--- src/rtl/serial_add_sub_if.sv ---
//==============================================================================
// Module   : serial_add_sub_if
// Purpose  : Operand/result handshake bundle for the serial add/sub block.
// Revision : 1.0 - initial release
//==============================================================================
`default_nettype none

interface serial_add_sub_if #(
    parameter int WIDTH = 32
);
    logic             in_valid;
    logic             in_ready;
    logic [WIDTH-1:0] a;
    logic [WIDTH-1:0] b;
    logic             sub;
    logic             out_valid;
    logic             out_ready;
    logic [WIDTH-1:0] result;
    logic             cout;
    logic             overflow;
    logic             zero;
    logic             negative;

    modport master (
        output in_valid, a, b, sub, out_ready,
        input  in_ready, out_valid, result, cout, overflow, zero, negative
    );

    modport slave (
        input  in_valid, a, b, sub, out_ready,
        output in_ready, out_valid, result, cout, overflow, zero, negative
    );
endinterface

`default_nettype wire

--- src/rtl/serial_add_sub.sv ---
//==============================================================================
// Module   : serial_add_sub
// Purpose  : Multi-cycle two's-complement adder/subtractor, CHUNK bits/cycle.
// Revision : 1.0 - initial release
//==============================================================================
`default_nettype none

module serial_add_sub #(
    parameter int WIDTH = 32,
    parameter int CHUNK = 8
) (
    input  logic             clk,
    input  logic             rst,
    serial_add_sub_if.slave  bus
);
    localparam int N  = WIDTH / CHUNK;
    localparam int CW = (N > 1) ? $clog2(N) : 1;
    localparam logic [CW-1:0] C_LAST = CW'(N - 1);

    typedef enum logic [1:0] {
        S_IDLE = 2'd0,
        S_RUN  = 2'd1,
        S_DONE = 2'd2
    } state_t;

    state_t           r_state;
    state_t           w_state_next;
    logic [CW-1:0]    r_cnt;
    logic [WIDTH-1:0] r_a;
    logic [WIDTH-1:0] r_y;
    logic [WIDTH-1:0] r_work;
    logic [WIDTH-1:0] r_result;
    logic             r_carry;
    logic             r_cout;
    logic             r_ovf;
    logic             r_zero;
    logic             r_neg;
    logic             r_out_valid;

    logic [CHUNK:0]         w_sum;
    logic [WIDTH+CHUNK-1:0] w_cat;
    logic [WIDTH-1:0]       w_work_next;
    logic                   w_accept;
    logic                   w_last;
    logic                   w_msb_cin;

    // Operands shift right each cycle so the active chunk is always at bit 0;
    // sums enter the working register from the top, leaving chunk 0 at the
    // bottom after N cycles.
    assign w_accept    = (r_state == S_IDLE) && bus.in_valid;
    assign w_last      = (r_state == S_RUN) && (r_cnt == C_LAST);
    assign w_sum       = {1'b0, r_a[CHUNK-1:0]} + {1'b0, r_y[CHUNK-1:0]}
                       + {{CHUNK{1'b0}}, r_carry};
    assign w_cat       = {w_sum[CHUNK-1:0], r_work};
    assign w_work_next = w_cat[WIDTH+CHUNK-1:CHUNK];
    // Carry into the MSB recovered from the MSB's own sum bit and operands.
    assign w_msb_cin   = w_sum[CHUNK-1] ^ r_a[CHUNK-1] ^ r_y[CHUNK-1];

    always_ff @(posedge clk or posedge rst) begin
        if (rst) begin
            r_state <= S_IDLE;
        end else begin
            r_state <= w_state_next;
        end
    end

    always_comb begin
        w_state_next = r_state;
        case (r_state)
            S_IDLE:  if (bus.in_valid)     w_state_next = S_RUN;
            S_RUN:   if (r_cnt == C_LAST)  w_state_next = S_DONE;
            S_DONE:  if (bus.out_ready)    w_state_next = S_IDLE;
            default:                       w_state_next = S_IDLE;
        endcase
    end

    always_ff @(posedge clk or posedge rst) begin
        if (rst) begin
            r_cnt       <= '0;
            r_a         <= '0;
            r_y         <= '0;
            r_work      <= '0;
            r_carry     <= 1'b0;
            r_result    <= '0;
            r_cout      <= 1'b0;
            r_ovf       <= 1'b0;
            r_zero      <= 1'b0;
            r_neg       <= 1'b0;
            r_out_valid <= 1'b0;
        end else if (w_accept) begin
            r_a     <= bus.a;
            r_y     <= bus.b ^ {WIDTH{bus.sub}};
            r_carry <= bus.sub;
            r_cnt   <= '0;
            r_work  <= '0;
        end else if (r_state == S_RUN) begin
            r_a     <= r_a >> CHUNK;
            r_y     <= r_y >> CHUNK;
            r_carry <= w_sum[CHUNK];
            r_work  <= w_work_next;
            r_cnt   <= r_cnt + CW'(1);
            if (w_last) begin
                r_cnt       <= '0;
                r_result    <= w_work_next;
                r_cout      <= w_sum[CHUNK];
                r_ovf       <= w_msb_cin ^ w_sum[CHUNK];
                r_zero      <= (w_work_next == '0);
                r_neg       <= w_work_next[WIDTH-1];
                r_out_valid <= 1'b1;
            end
        end else if ((r_state == S_DONE) && bus.out_ready) begin
            r_out_valid <= 1'b0;
        end
    end

    assign bus.in_ready  = (r_state == S_IDLE);
    assign bus.out_valid = r_out_valid;
    assign bus.result    = r_result;
    assign bus.cout      = r_cout;
    assign bus.overflow  = r_ovf;
    assign bus.zero      = r_zero;
    assign bus.negative  = r_neg;

endmodule

`default_nettype wire

--- src/flat_wrapper.sv ---
// flat-port wrapper written by rule: the top's interface ports become plain ports
module serial_add_sub_flat 
#(
    parameter int WIDTH = 32,
    parameter int CHUNK = 8
)
  (clk, rst, bus_in_valid, bus_a, bus_b, bus_sub, bus_out_ready, bus_in_ready, bus_out_valid, bus_result, bus_cout, bus_overflow, bus_zero, bus_negative);
  serial_add_sub_if #(.WIDTH(WIDTH)) bus_i ();
  input  logic clk;
  input  logic rst;
  input wire logic [$bits(bus_i.in_valid)-1:0] bus_in_valid;
  input wire logic [$bits(bus_i.a)-1:0] bus_a;
  input wire logic [$bits(bus_i.b)-1:0] bus_b;
  input wire logic [$bits(bus_i.sub)-1:0] bus_sub;
  input wire logic [$bits(bus_i.out_ready)-1:0] bus_out_ready;
  output wire logic [$bits(bus_i.in_ready)-1:0] bus_in_ready;
  output wire logic [$bits(bus_i.out_valid)-1:0] bus_out_valid;
  output wire logic [$bits(bus_i.result)-1:0] bus_result;
  output wire logic [$bits(bus_i.cout)-1:0] bus_cout;
  output wire logic [$bits(bus_i.overflow)-1:0] bus_overflow;
  output wire logic [$bits(bus_i.zero)-1:0] bus_zero;
  output wire logic [$bits(bus_i.negative)-1:0] bus_negative;
  assign bus_i.in_valid = bus_in_valid;
  assign bus_i.a = bus_a;
  assign bus_i.b = bus_b;
  assign bus_i.sub = bus_sub;
  assign bus_i.out_ready = bus_out_ready;
  assign bus_in_ready = bus_i.in_ready;
  assign bus_out_valid = bus_i.out_valid;
  assign bus_result = bus_i.result;
  assign bus_cout = bus_i.cout;
  assign bus_overflow = bus_i.overflow;
  assign bus_zero = bus_i.zero;
  assign bus_negative = bus_i.negative;
  serial_add_sub #(.WIDTH(WIDTH), .CHUNK(CHUNK)) u_core (.clk(clk), .rst(rst), .bus(bus_i));
endmodule
--- config.mk ---
export PLATFORM = sky130hd
export DESIGN_NAME = serial_add_sub_flat
export DESIGN_NICKNAME = d
export VERILOG_FILES = /design/src/rtl/serial_add_sub_if.sv /design/src/rtl/serial_add_sub.sv /design/src/flat_wrapper.sv
export SDC_FILE = /design/constraint.sdc
export NUM_CORES = 1
export LEC_CHECK = 0
export ABC_CLOCK_PERIOD_IN_PS = 4380
export CELL_PAD_IN_SITES_DETAIL_PLACEMENT = 1
export CELL_PAD_IN_SITES_GLOBAL_PLACEMENT = 2
export CORE_ASPECT_RATIO = 1.25
export CORE_MARGIN = 2
export CORE_UTILIZATION = 30
export DETAILED_ROUTE_END_ITERATION = 8
export MAX_ROUTING_LAYER = met4
export PLACE_DENSITY_LB_ADDON = 0.1
export SYNTH_ARGS = -nofsm -noshare
export SYNTH_HDL_FRONTEND = slang
export SYNTH_SLANG_ARGS = --single-unit
--- constraint.sdc ---
create_clock -name clk -period 4.38 [get_ports clk]
set_input_delay 1.095 -clock clk [delete_from_list [all_inputs] [get_ports clk]]
set_output_delay 1.095 -clock clk [all_outputs]
set_load 0.005 [all_outputs]
==> flow_summary.toml, run 1 <==
[outcome]
run_status = "complete, no violations"

[grt]
via_count_of_the_first_global_routing_pass = 5088
grt_start_max_net_pins = 63
grt_usage = 0.1712
grt_remaining_overflow = 0
grt_first_pass_wirelength_um = 26600
grt_antenna_before_repair = 0

[layout]
design_area_um2 = 7740
syn_to_final_growth_pct = 32.26
n_antenna_cell = 0
final_layout_size_suffix_gt1_frac = 0.07647
mostFrequentLayoutCells = "nand2_1 (136), dfrtp_1 (129), clkdlybuf4s50_1 (105)"
count_of_nets_after_finishing = 747
layout_commonest_cell = "nand2_1"

[synthesis]
synthDistinctLibCells = 41
syn-num-nets = 653
syn-mean-instance-area_um2 = 10.19
synth.yosys.warnings = 0
yosys_register_bits = 129
synth_edf_count = 0
mappedNetlistArea_um2 = 5852
yosysSeqAreaShare = 0.5516
async_flop_share = 1.000
postSynthCellCount = 574
yosys_most_used_dff = "dfrtp_1"

[timing]
period_share = 0.6196
timing.slew.headroom = 0.3779
finalCriticalPeriod_ps = 2714
postLayoutSetupSlackWorst_ps = 1666
timing.setup.tns_ps = 0
final_max_slew_viol_count = 0
worst-slew-pin-transition_ps = 929.8
finalHoldViolations = 0
setup_viol = 0
fin_worst_hold_slack_ps = 476.1
fmaxAchievable_mhz = 368.5
clock-skew-final_ps = 8.084
grt_setup_unrepaired = "no"

[floorplanning]
die-width_um = 128.9
floorplan.rows = 57
fp.dieArea_um2 = 20650
coreArea_um2 = 19260
starting_density_of_the_core = 0.3039
die_height_um = 160.2
top_level_ports = 107

[placement]
place_congestion = 0.7860
post-dp-hpwl_um = 11230
post_dp_cell_area_um2 = 7112
port_buffers = 106
pre_cts_ws_ps = 1414

[pwr]
worst_ir_drop_vdd_uv = 307.6
leakagePower_nw = 3.453
power_per_cell_area_nw_per_um2 = 781.2

[route]
drcViolationCount = 0
routed-via-count = 4575
antenna_left = 0
wl_per_cell_um = 17.48
detail_route.iter0.violations = 230
drt_pass1_iterations = 4
drt_wl_total_um = 16010
detail_route.vias_per_cell = 4.995

[cts]
clock_tree.root_cell = "clkbuf_16"
clk_pin_slew_worst_paths_ps = 60
clock-sinks = 129
cts_tree = "done"
h-tree-depth = 4
cts_hold_buffers = 0
cts-buffers-inserted = 17
clk-insertion-delay-late_ps = 420
clk_path_buf_depth = 2
post_cts_buffers = 0
cts.repair.resized = 0

[worst_setup_path]
critPathMaxFanout = 5
path_class = "flop to output pin"
critical_path_required_ps = 3280
end_kind = "output pin"
timing.critical_path.from_type = "flop"
critical_path_arrival_ps = 1620

[run]
drv.max_cap_violation_count = 0

[min_path]
worst_hold_class = "flop to flop"
critical path, stage by stage, from the launching register on:
cell,delay [ps]
dfrtp_1,420
nor2_1,220
clkdlybuf4s50_1,550
power by group:
group | internal, mW | leakage [nW] | total, mW | switching [mW]
registers | 1.73 | 1.64 | 2.13 | 0.392
logic | 1.06 | 1.51 | 2.40 | 1.34
clock network | 0.994 | 0.303 | 1.52 | 0.523
per-stage QoR:
stage | utilization | std cells | power (mW)
4_1_cts | 0.4019 | 916 | 6.162
3_3_place_gp | 0.3693 | 885 | 4.511
5_1_grt | 0.4019 | 916 | 6.551
3_5_place_dp | 0.3693 | 885 | 4.613
6_report | 0.4019 | 916 | 6.046
2_1_floorplan | - | 574 | 3.632
routing by layer:
layer  share of wire  GRT usage  vias to the layer above
met5               0          -                        -
met4           0.028    0.06670                        0
met3           0.030    0.03685                       23
met2            0.48     0.2749                      100
met1            0.46     0.2102                     2288
li1                -          -                     2164
area by class of cell:
cell class                 count  area, µm²
fill                        2172      11520
sequential                   129       3228
multi-input combinational    399       2426
timing repair buffer         115       1136
clock buffer                  22      474.2
tap                          236      295.3
clock inverter                 9      153.9
inverter                       6      26.28
flip-flops by register name (all words and copies together), names as in the netlist:
name and cells:
u_core.r_a 32, u_core.r_y 32, u_core.bus.out_valid 1, u_core.r_state 2, u_core.bus.overflow 1, u_core.r_work 24
u_core.r_carry 1, u_core.bus.zero 1, u_core.r_cnt 2, u_core.bus.result 32, u_core.bus.cout 1
worst paths after layout:
kind | end | cells after the start | start | slack [ps]
worst max-delay path | bus_in_ready | 2 | u_core.r_state[0]$_DFFE_PP0P_ | 1670
worst min-delay path | u_core.r_a[21]$_DFFE_PP0P_ | 2 | u_core.r_a[21]$_DFFE_PP0P_ | 480
worst max register to register | u_core.bus.result[12]$_DFFE_PP0P_ | 3 | u_core.r_state[0]$_DFFE_PP0P_ | 1760
worst min register to register | u_core.r_a[21]$_DFFE_PP0P_ | 2 | u_core.r_a[21]$_DFFE_PP0P_ | 480
max in group asynchronous | u_core.r_y[4]$_DFFE_PP0P_ | 3 | rst | 2360
min in group asynchronous | u_core.r_y[30]$_DFFE_PP0P_ | 2 | rst | 1190
cell families (layout without fill, tap and decap cells):
group                      Yosys count  in the layout  share of synthesized area
and+or+nand+nor                    225            225                     0.1606
muxes                               26             26                    0.05003
adders and majority gates           10             10                    0.02395
xor gates and xnor gates            38             38                    0.05687
DFF                                129            129                     0.5516
buffers and inverters               46            152                    0.03635
AOI/OAI and AO/OA                  100            100                     0.1206
cell usage after synthesis (all sizes together), types with 2 or more instances:
cell / number / share of area
clkbuf: 16 / 0.010
a221o: 13 / 0.022
xor2: 12 / 0.018
a21o: 2 / 0.0026
nor3: 4 / 0.0034
dfrtp: 129 / 0.55
a31oi: 11 / 0.012
inv: 6 / 0.0038
o21ai: 30 / 0.026
fa: 2 / 0.0068
o2111ai: 3 / 0.0066
nand3: 40 / 0.035
a21oi: 6 / 0.0058
buf: 24 / 0.022
nor2: 30 / 0.019
nor4: 6 / 0.0064
nand2: 139 / 0.090
ha: 8 / 0.017
o31ai: 2 / 0.0026
mux2: 26 / 0.050
o21bai: 2 / 0.0026
xnor2: 26 / 0.039
a22oi: 25 / 0.032
(Power assumes the default switching activity.)
==> inputs of run 2 (changes only) <==
ABC_CLOCK_PERIOD_IN_PS = 2300   (was 4380)
clock period = 2.3 ns   (was 4.38 ns; I/O delays follow)
==> flow_summary.toml, run 2 (synthesis gave the netlist of run 1 again) <==
[outcome]
run_status = "complete, no violations"

[timing]
grt_setup_unrepaired = "no"
clock-skew-final_ps = 9.133
setup_viol = 0
final_max_slew_viol_count = 0
postLayoutSetupSlackWorst_ps = 90.91
period_share = 0.9605
finalHoldViolations = 0
timing.slew.headroom = 0.5560
fmaxAchievable_mhz = 452.7
finalCriticalPeriod_ps = 2209
worst-slew-pin-transition_ps = 665.3

[cts]
cts-buffers-inserted = 17
clk_pin_slew_worst_paths_ps = 60
clk_path_buf_depth = 2
cts_tree = "done"
clk-insertion-delay-late_ps = 420
clock-sinks = 129
cts_hold_buffers = 0
clock_tree.root_cell = "clkbuf_16"
h-tree-depth = 4

[floorplanning]
top_level_ports = 107
die-width_um = 128.9
starting_density_of_the_core = 0.3039
die_height_um = 160.2
floorplan.rows = 57
coreArea_um2 = 19260
fp.dieArea_um2 = 20650

[placement]
place_congestion = 0.7955
post-dp-hpwl_um = 11280
pre_cts_ws_ps = -151.3
post-place-cells = 897
port_buffers = 106

[route]
antenna_left = 0
drcViolationCount = 0
detail_route.iter0.violations = 176
detail_route.vias_per_cell = 4.892
drt_wl_total_um = 15850
routed-via-count = 4550
wl_per_cell_um = 17.04
drt_pass1_iterations = 4

[pwr]
power.clock.fraction = 0.225
seqPwrFrac = 0.354
power.share.switching = 0.3867
worst_ir_drop_vdd_uv = 591.9
power.internal_mw = 7.050
switching_power_mw = 4.446
power.combinational.fraction = 0.421
power_per_cell_area_nw_per_um2 = 1463
leakagePower_nw = 3.488

[grt]
global_route.usage.met1 = 0.2093
grt_first_pass_wirelength_um = 26520
grt_use_met3 = 0.03652
via_count_of_the_first_global_routing_pass = 4982
grt_usage = 0.1696
grt_antenna_before_repair = 1
gr_peak_layer = "met2"
grt_remaining_overflow = 0
global_route.usage.met2 = 0.2708
grt_start_max_net_pins = 68

[worst_setup_path]
timing.critical_path.max_delay_family = "adder cells"
timing.critical_path.cells = "fa_2, fa_2, a21oi_4, o2111ai_2, and3_4, o211a_1, o31ai_1"
slowest_stage = "fa_2"
critical_path_required_ps = 2630
timing.critical_path.from_type = "flop"
worst-path-stages = 7
end_kind = "flop"
critical_path_arrival_ps = 2540
cp_num_buf_inv = 0
reg2reg_depth = 7
crit_path_frequent_cell = "fa_2"
path_class = "flop to flop"
cp_slowest_stage_delay_ps = 420
critPathMaxFanout = 3

[run]
drv.max_cap_violation_count = 0

[layout]
ff_latch_area_um2 = 3228
count_of_nets_after_finishing = 759
mostFrequentLayoutCells = "nand2_1 (136), dfrtp_1 (129), clkdlybuf4s50_1 (105)"
final_layout_size_suffix_gt1_frac = 0.1053
final_cell_count_no_fill = 930
multiInputGateArea_um2 = 2465
layout_commonest_cell = "nand2_1"
syn_to_final_growth_pct = 34.25
layout.filler_cells = 2140

[min_path]
worst_hold_class = "flop to flop"
hold-path-cell-count = 2
-- run 2: changes by cell type in the layout (fill, tap and decap cells not counted), sizes merged --
cell	before	now
buf	10	22
clkinvlp	3	6
bufinv	4	1
clkbuf	22	18
diode	0	1
clkinv	2	5
inv	6	8
-- run 2: area by class of cell --
cell class | count | share of cell area
flip-flops and latches | 129 | 0.4109
clock buffers | 18 | 0.05463
diodes | 1 | 0.0003185
multi-input cells | 399 | 0.3137
repair buffers | 127 | 0.1624
clock inverters | 14 | 0.01704
inverters | 6 | 0.003344
well taps | 236 | 0.03759
-- run 2: repair_timing --
item	4_1_cts	5_1_grt
setup endpoints to repair	4	5
pin swaps	2	2
setup buffers	0	0
gates resized for setup	4	4
-- run 2: worst register-to-register path, stage by stage (launching register included) --
cell and delay (ps):
dfrtp_1 400, fa_2 420, fa_2 390, a21oi_4 170
o2111ai_2 170, and3_4 190, o211a_1 200, o31ai_1 190
-- run 2: layer usage --
| layer | part of all wire | vias to the layer above | wire length [µm] |
|---|---|---|---|
| met1 | 0.45 | 2238 | 7150 |
| met3 | 0.035 | 23 | 554 |
| li1 | - | 2188 | - |
| met4 | 0.023 | 0 | 372 |
| met5 | 0 | - | 0 |
| met2 | 0.49 | 101 | 7774 |
-- run 2: metrics by stage --
step                      hold slack (ps)  power, mW  cell area [µm²]  utilization  TNS [ps]
after floorplan                     446.3      6.917             5856            -         0
after global placement              460.5      8.798             7252       0.3766    -830.5
after CTS                           478.3      11.68             7834       0.4068         0
final                               476.2      11.50             7856       0.4080         0
after detailed placement            463.0      8.956             7252       0.3766     -1548
after global routing                513.6      12.48             7856       0.4080         0
-- run 2: final timing paths --
| kind | start | to | slack (ps) |
|---|---|---|---|
| worst max-delay path | u_core.r_carry$_DFFE_PP0P_ | u_core.bus.overflow$_DFFE_PP0P_ | 90 |
| worst min-delay path | u_core.r_a[23]$_DFFE_PP0P_ | u_core.r_a[23]$_DFFE_PP0P_ | 480 |
| worst max register to register | u_core.r_carry$_DFFE_PP0P_ | u_core.bus.overflow$_DFFE_PP0P_ | 90 |
| worst min register to register | u_core.r_a[23]$_DFFE_PP0P_ | u_core.r_a[23]$_DFFE_PP0P_ | 480 |
| max in group asynchronous | rst | u_core.r_a[10]$_DFFE_PP0P_ | 1330 |
| min in group asynchronous | rst | u_core.bus.result[5]$_DFFE_PP0P_ | 630 |
-- run 2: power by group through the flow --
| stage | Clock [mW] | Combinational [mW] | Sequential [mW] |
|---|---|---|---|
| final | 2.58 | 4.84 | 4.07 |
| after global routing | 2.77 | 5.50 | 4.22 |
| after CTS | 2.67 | 4.92 | 4.09 |
| after detailed placement | 0 | 4.83 | 4.12 |
| after global placement | 0 | 4.71 | 4.08 |
| after floorplan | 0 | 3.08 | 3.84 |
==> inputs of run 3 (changes only) <==
ABC_CLOCK_PERIOD_IN_PS = 1950   (was 2300)
clock period = 1.95 ns   (was 2.3 ns; I/O delays follow)
==> flow_summary.toml, run 3 (synthesis gave the netlist of run 1 again) <==
[layout]
syn_to_final_growth_pct = 39.28
design_area_um2 = 8150
count_of_nets_after_finishing = 777
mostFrequentLayoutCells = "nand2_1 (135), dfrtp_1 (127), clkdlybuf4s50_1 (104)"
final_layout_size_suffix_gt1_frac = 0.1392
n_antenna_cell = 0
layout_commonest_cell = "nand2_1"

[cts]
clock-sinks = 129
clk_pin_slew_worst_paths_ps = 60
clk-insertion-delay-late_ps = 420
cts-buffers-inserted = 17
clock_tree.root_cell = "clkbuf_16"
h-tree-depth = 4
clk_path_buf_depth = 2
cts_tree = "done"

[pwr]
switching_power_mw = 5.444
power.internal_mw = 8.862
worst_ir_drop_vdd_uv = 693.0
power.combinational.fraction = 0.444
power_per_cell_area_nw_per_um2 = 1755
power.share.switching = 0.3805
seqPwrFrac = 0.335
leakagePower_nw = 3.660
power.clock.fraction = 0.221

[outcome]
failed_checks = "setup timing"
run_status = "finished with violations"

[timing]
fmaxAchievable_mhz = 457.2
grt_setup_unrepaired = "yes"
timing.slew.headroom = 0.7161
setup_viol = 5
period_share = 1.122
postLayoutSetupSlackWorst_ps = -237.3
worst-slew-pin-transition_ps = 425.0
finalHoldViolations = 0
finalCriticalPeriod_ps = 2187
final_max_slew_viol_count = 0
clock-skew-final_ps = 11.47

[route]
routed-via-count = 4677
detail_route.iter0.violations = 164
wl_per_cell_um = 17.47
drt_wl_total_um = 16550
antenna_left = 0
drt_pass1_iterations = 4
drcViolationCount = 0
detail_route.vias_per_cell = 4.939

[grt]
grt_start_max_net_pins = 63
grt_remaining_overflow = 0
grt_usage = 0.1774
grt_first_pass_wirelength_um = 27830
grt_antenna_before_repair = 0
via_count_of_the_first_global_routing_pass = 5258

[worst_setup_path]
critPathMaxFanout = 3
timing.critical_path.max_delay_family = "adder cells"
slowest_stage = "fa_2"
path_class = "flop to flop"
critical_path_arrival_ps = 2520
timing.critical_path.from_type = "flop"
crit_path_frequent_cell = "fa_2"
timing.critical_path.cells = "fa_2, fa_2, a21oi_4, o2111ai_2, and3_4, o211a_1, o31ai_2"
critical_path_required_ps = 2290
cp_num_buf_inv = 0
end_kind = "flop"
cp_slowest_stage_delay_ps = 420

[floorplanning]
floorplan.rows = 57
die_height_um = 160.2
fp.dieArea_um2 = 20650
die-width_um = 128.9
starting_density_of_the_core = 0.3039
coreArea_um2 = 19260
top_level_ports = 107

[min_path]
worst_hold_class = "input pin to asynchronous set/reset pin"

[placement]
port_buffers = 106
place_congestion = 0.7958
pre_cts_ws_ps = -281.9
post_dp_cell_area_um2 = 7467
post-dp-hpwl_um = 11960

[run]
drv.max_cap_violation_count = 0
[run 3: per-stage QoR]
step                total power [mW]  hold slack (ps)  setup TNS (ps)  cells  utilization
floorplan                      8.168            446.3          -17360    574            -
global placement               10.80            460.1          -816.4    910       0.3878
detailed placement             11.03            464.3           -1196    910       0.3878
CTS                            14.49            424.5           -1005    944       0.4211
global route                   15.47            441.1           -1606    947       0.4233
finish                         14.31            429.2          -628.6    947       0.4233
[run 3: metal layers]
layer / up-vias / part of all wire / GRT usage
met3: 14 / 0.036 / 0.04154
met4: 0 / 0.012 / 0.05138
met1: 2348 / 0.43 / 0.2081
met5: - / 0 / -
met2: 84 / 0.52 / 0.3016
li1: 2231 / - / -
[run 3: area by class of cell]
class / count / area (µm²)
multi-input combinational: 399 / 2487
clock inverter: 15 / 158.9
inverter: 6 / 26.28
tap: 236 / 295.3
fill: 2134 / 11110
timing repair buffer: 145 / 1526
sequential: 129 / 3231
clock buffer: 17 / 425.4
[run 3: path summary, 6_finish.rpt]
kind | start | endpoint | slack (ps) | cells after the start
max in group asynchronous | rst | u_core.r_state[1]$_DFFE_PP0P_ | 1010 | 3
max | u_core.r_a[0]$_DFFE_PP0P_ | u_core.bus.overflow$_DFFE_PP0P_ | -240 | 7
min | rst | u_core.r_y[30]$_DFFE_PP0P_ | 430 | 2
max reg2reg | u_core.r_a[0]$_DFFE_PP0P_ | u_core.bus.overflow$_DFFE_PP0P_ | -240 | 7
min in group clk | u_core.r_a[8]$_DFFE_PP0P_ | u_core.r_a[8]$_DFFE_PP0P_ | 480 | 2
min reg2reg | u_core.r_a[8]$_DFFE_PP0P_ | u_core.r_a[8]$_DFFE_PP0P_ | 480 | 2
[run 3: worst register-to-register path, cell delays in order (launching register included)]
cell and delay, ps:
dfrtp_1 400, fa_2 420, fa_2 390, a21oi_4 170, o2111ai_2 150, and3_4 210, o211a_1 210, o31ai_2 160
[run 3: timing repair]
action,4_1_cts,5_1_grt
pin swaps,1,8
setup endpoints to repair,8,14
gates resized for setup,14,5
setup buffers,2,4
hold buffers,0,0
[run 3: power groups by stage]
stage / Sequential [mW] / Combinational, mW / Clock, mW
floorplan: 4.53 / 3.64 / 0
global placement: 4.81 / 5.98 / 0
detailed placement: 4.85 / 6.17 / 0
CTS: 4.83 / 6.41 / 3.26
global route: 4.96 / 7.13 / 3.37
finish: 4.79 / 6.35 / 3.17
==> RTL edit, RTL diff (config.mk and constraints of run 1) <==
`CHUNK` is set to 8 in 2 places; all go to 4.
--- a/src/rtl/serial_add_sub.sv
+++ b/src/rtl/serial_add_sub.sv
@@ -8,5 +8,5 @@
 module serial_add_sub #(
     parameter int WIDTH = 32,
-    parameter int CHUNK = 8
+    parameter int CHUNK = 4
 ) (
     input  logic             clk,
--- a/src/flat_wrapper.sv
+++ b/src/flat_wrapper.sv
@@ -3,5 +3,5 @@
 #(
     parameter int WIDTH = 32,
-    parameter int CHUNK = 8
+    parameter int CHUNK = 4
 )
   (clk, rst, bus_in_valid, bus_a, bus_b, bus_sub, bus_out_ready, bus_in_ready, bus_out_valid, bus_result, bus_cout, bus_overflow, bus_zero, bus_negative);
Formal check against the unedited RTL: not equivalent (a bounded check fails within 10 cycles, from zero or initial values and one cycle with rst high).
==> RTL edit against run 1 <==
  * Power is 6.5% lower
  * Worst hold slack hardly changed
  * Global-route usage is 0.79 points lower
  * Non-clock buffer count stayed put
  * First-iteration DRC count is 9.6% higher
  * Synthesized area is 2.5% higher
  * Worst setup slack better by 0.0069 ns
  * Sequential cell count is 5 higher
  * Register-to-register slack better by 0.30 ns
  * Routed wire length is 2.6% lower
  * Maximum frequency is 0.26% higher
  * Synthesized cell count is 5.9% higher
  * Final area is 1.7% higher
  * Critical path type unchanged
  * Critical endpoint unchanged
==> RTL edit: results (changes against run 1) <==
status=finished, final reports clean; post-synthesis adder-cell area fraction=1.711% (-0.68 points); xor and xnor fraction of the mapped netlist area=4.966% (-0.72 points); GR Util All Layers=16.34% (-0.79 points); post-synthesis sequential area ratio=55.91% (+0.75 points); largest net degree at the start of global routing=90 (+43%); mux cell area share after synthesis=5.758% (+0.76 points); Lkg Pwr=3.496 nW (+1.3%); syn nets=684 (+4.7%); met3 Use GR=2.866% (-0.82 points); drt wl/cell=15.98 µm (-8.6%); FF-to-FF End=u_core.bus.zero; clock skew=0.008840 ns (+0.0007563 ns); top cells by area, synth=dfrtp_1 (56%), nand2_1 (11%), mux2_2 (5.3%); routability cong.=0.7429 (-5.5%); Hold Crit Start=u_core.r_a[25]; placed inst area=7297 µm² (+2.6%); cell count of the worst reg-to-reg path=6 (+3); initial DRC count=252 (+9.6%); vias in the first global route=5,042 (-0.90%); vias=4,668 (+2.0%); hold_ws=0.4763 ns (+0.0001930 ns); share of cells above drive strength 1=10.69% (+3.0 points); cells after synthesis=608 (+5.9%); Unique masters post-synth=37 (-9.8%); compound-cell area share of the yosys netlist=11.89% (-0.17 points); reg-to-reg startpoint=u_core.r_carry; hold endpoint=u_core.r_a[25]; Post-DP HPWL=10.40 mm (-7.4%); commonest cells in the netlist=nand2_1 (182), dfrtp_1 (134), o21ai_0 (42); global routing usage on met1=20.13% (-0.89 points); WL met2=7.956 mm (+2.5%); first-pass GRT wire length=26.13 mm (-1.8%); Nets=775 (+3.7%); Worst VDD drop=0.0002652 V (-14%); GR Layer Usage met2=27.03% (-0.45 points); Non-Filler Instances=976 (+6.6%)
## RTL edit: worst max-delay path by stage
stage	start	to	slack (ns)
final	u_core.r_state[1]	bus_in_ready	1.67
after global routing	u_core.r_state[1]	bus_in_ready	1.59
after CTS	u_core.r_state[1]	bus_in_ready	1.63
after detailed placement	bus_in_valid	u_core.r_y[28]	1.48
after global placement	bus_in_valid	u_core.r_y[28]	1.54
after floorplan	rst	u_core.bus.cout	1.62
## RTL edit: layout make-up
type	count	area, µm²
fill	2190	11670
sequential	134	3353
clock inverter	9	101.3
clock buffer	22	474.2
timing repair buffer	115	1149
multi-input combinational	429	2452
inverter	2	11.26
tap	265	331.6
## RTL edit: logic make-up after synthesis
kind of cell,Yosys count
simple gates,243
flops,134
compound gates,115
buf+inv,45
xor+xnor,34
mux,30
fa+ha+maj,7
## RTL edit: worst max-delay path, stage by stage, from the launching register on
cell             delay, ns
dfrtp_1               0.47
nor2_1                0.19
clkdlybuf4s50_1       0.53
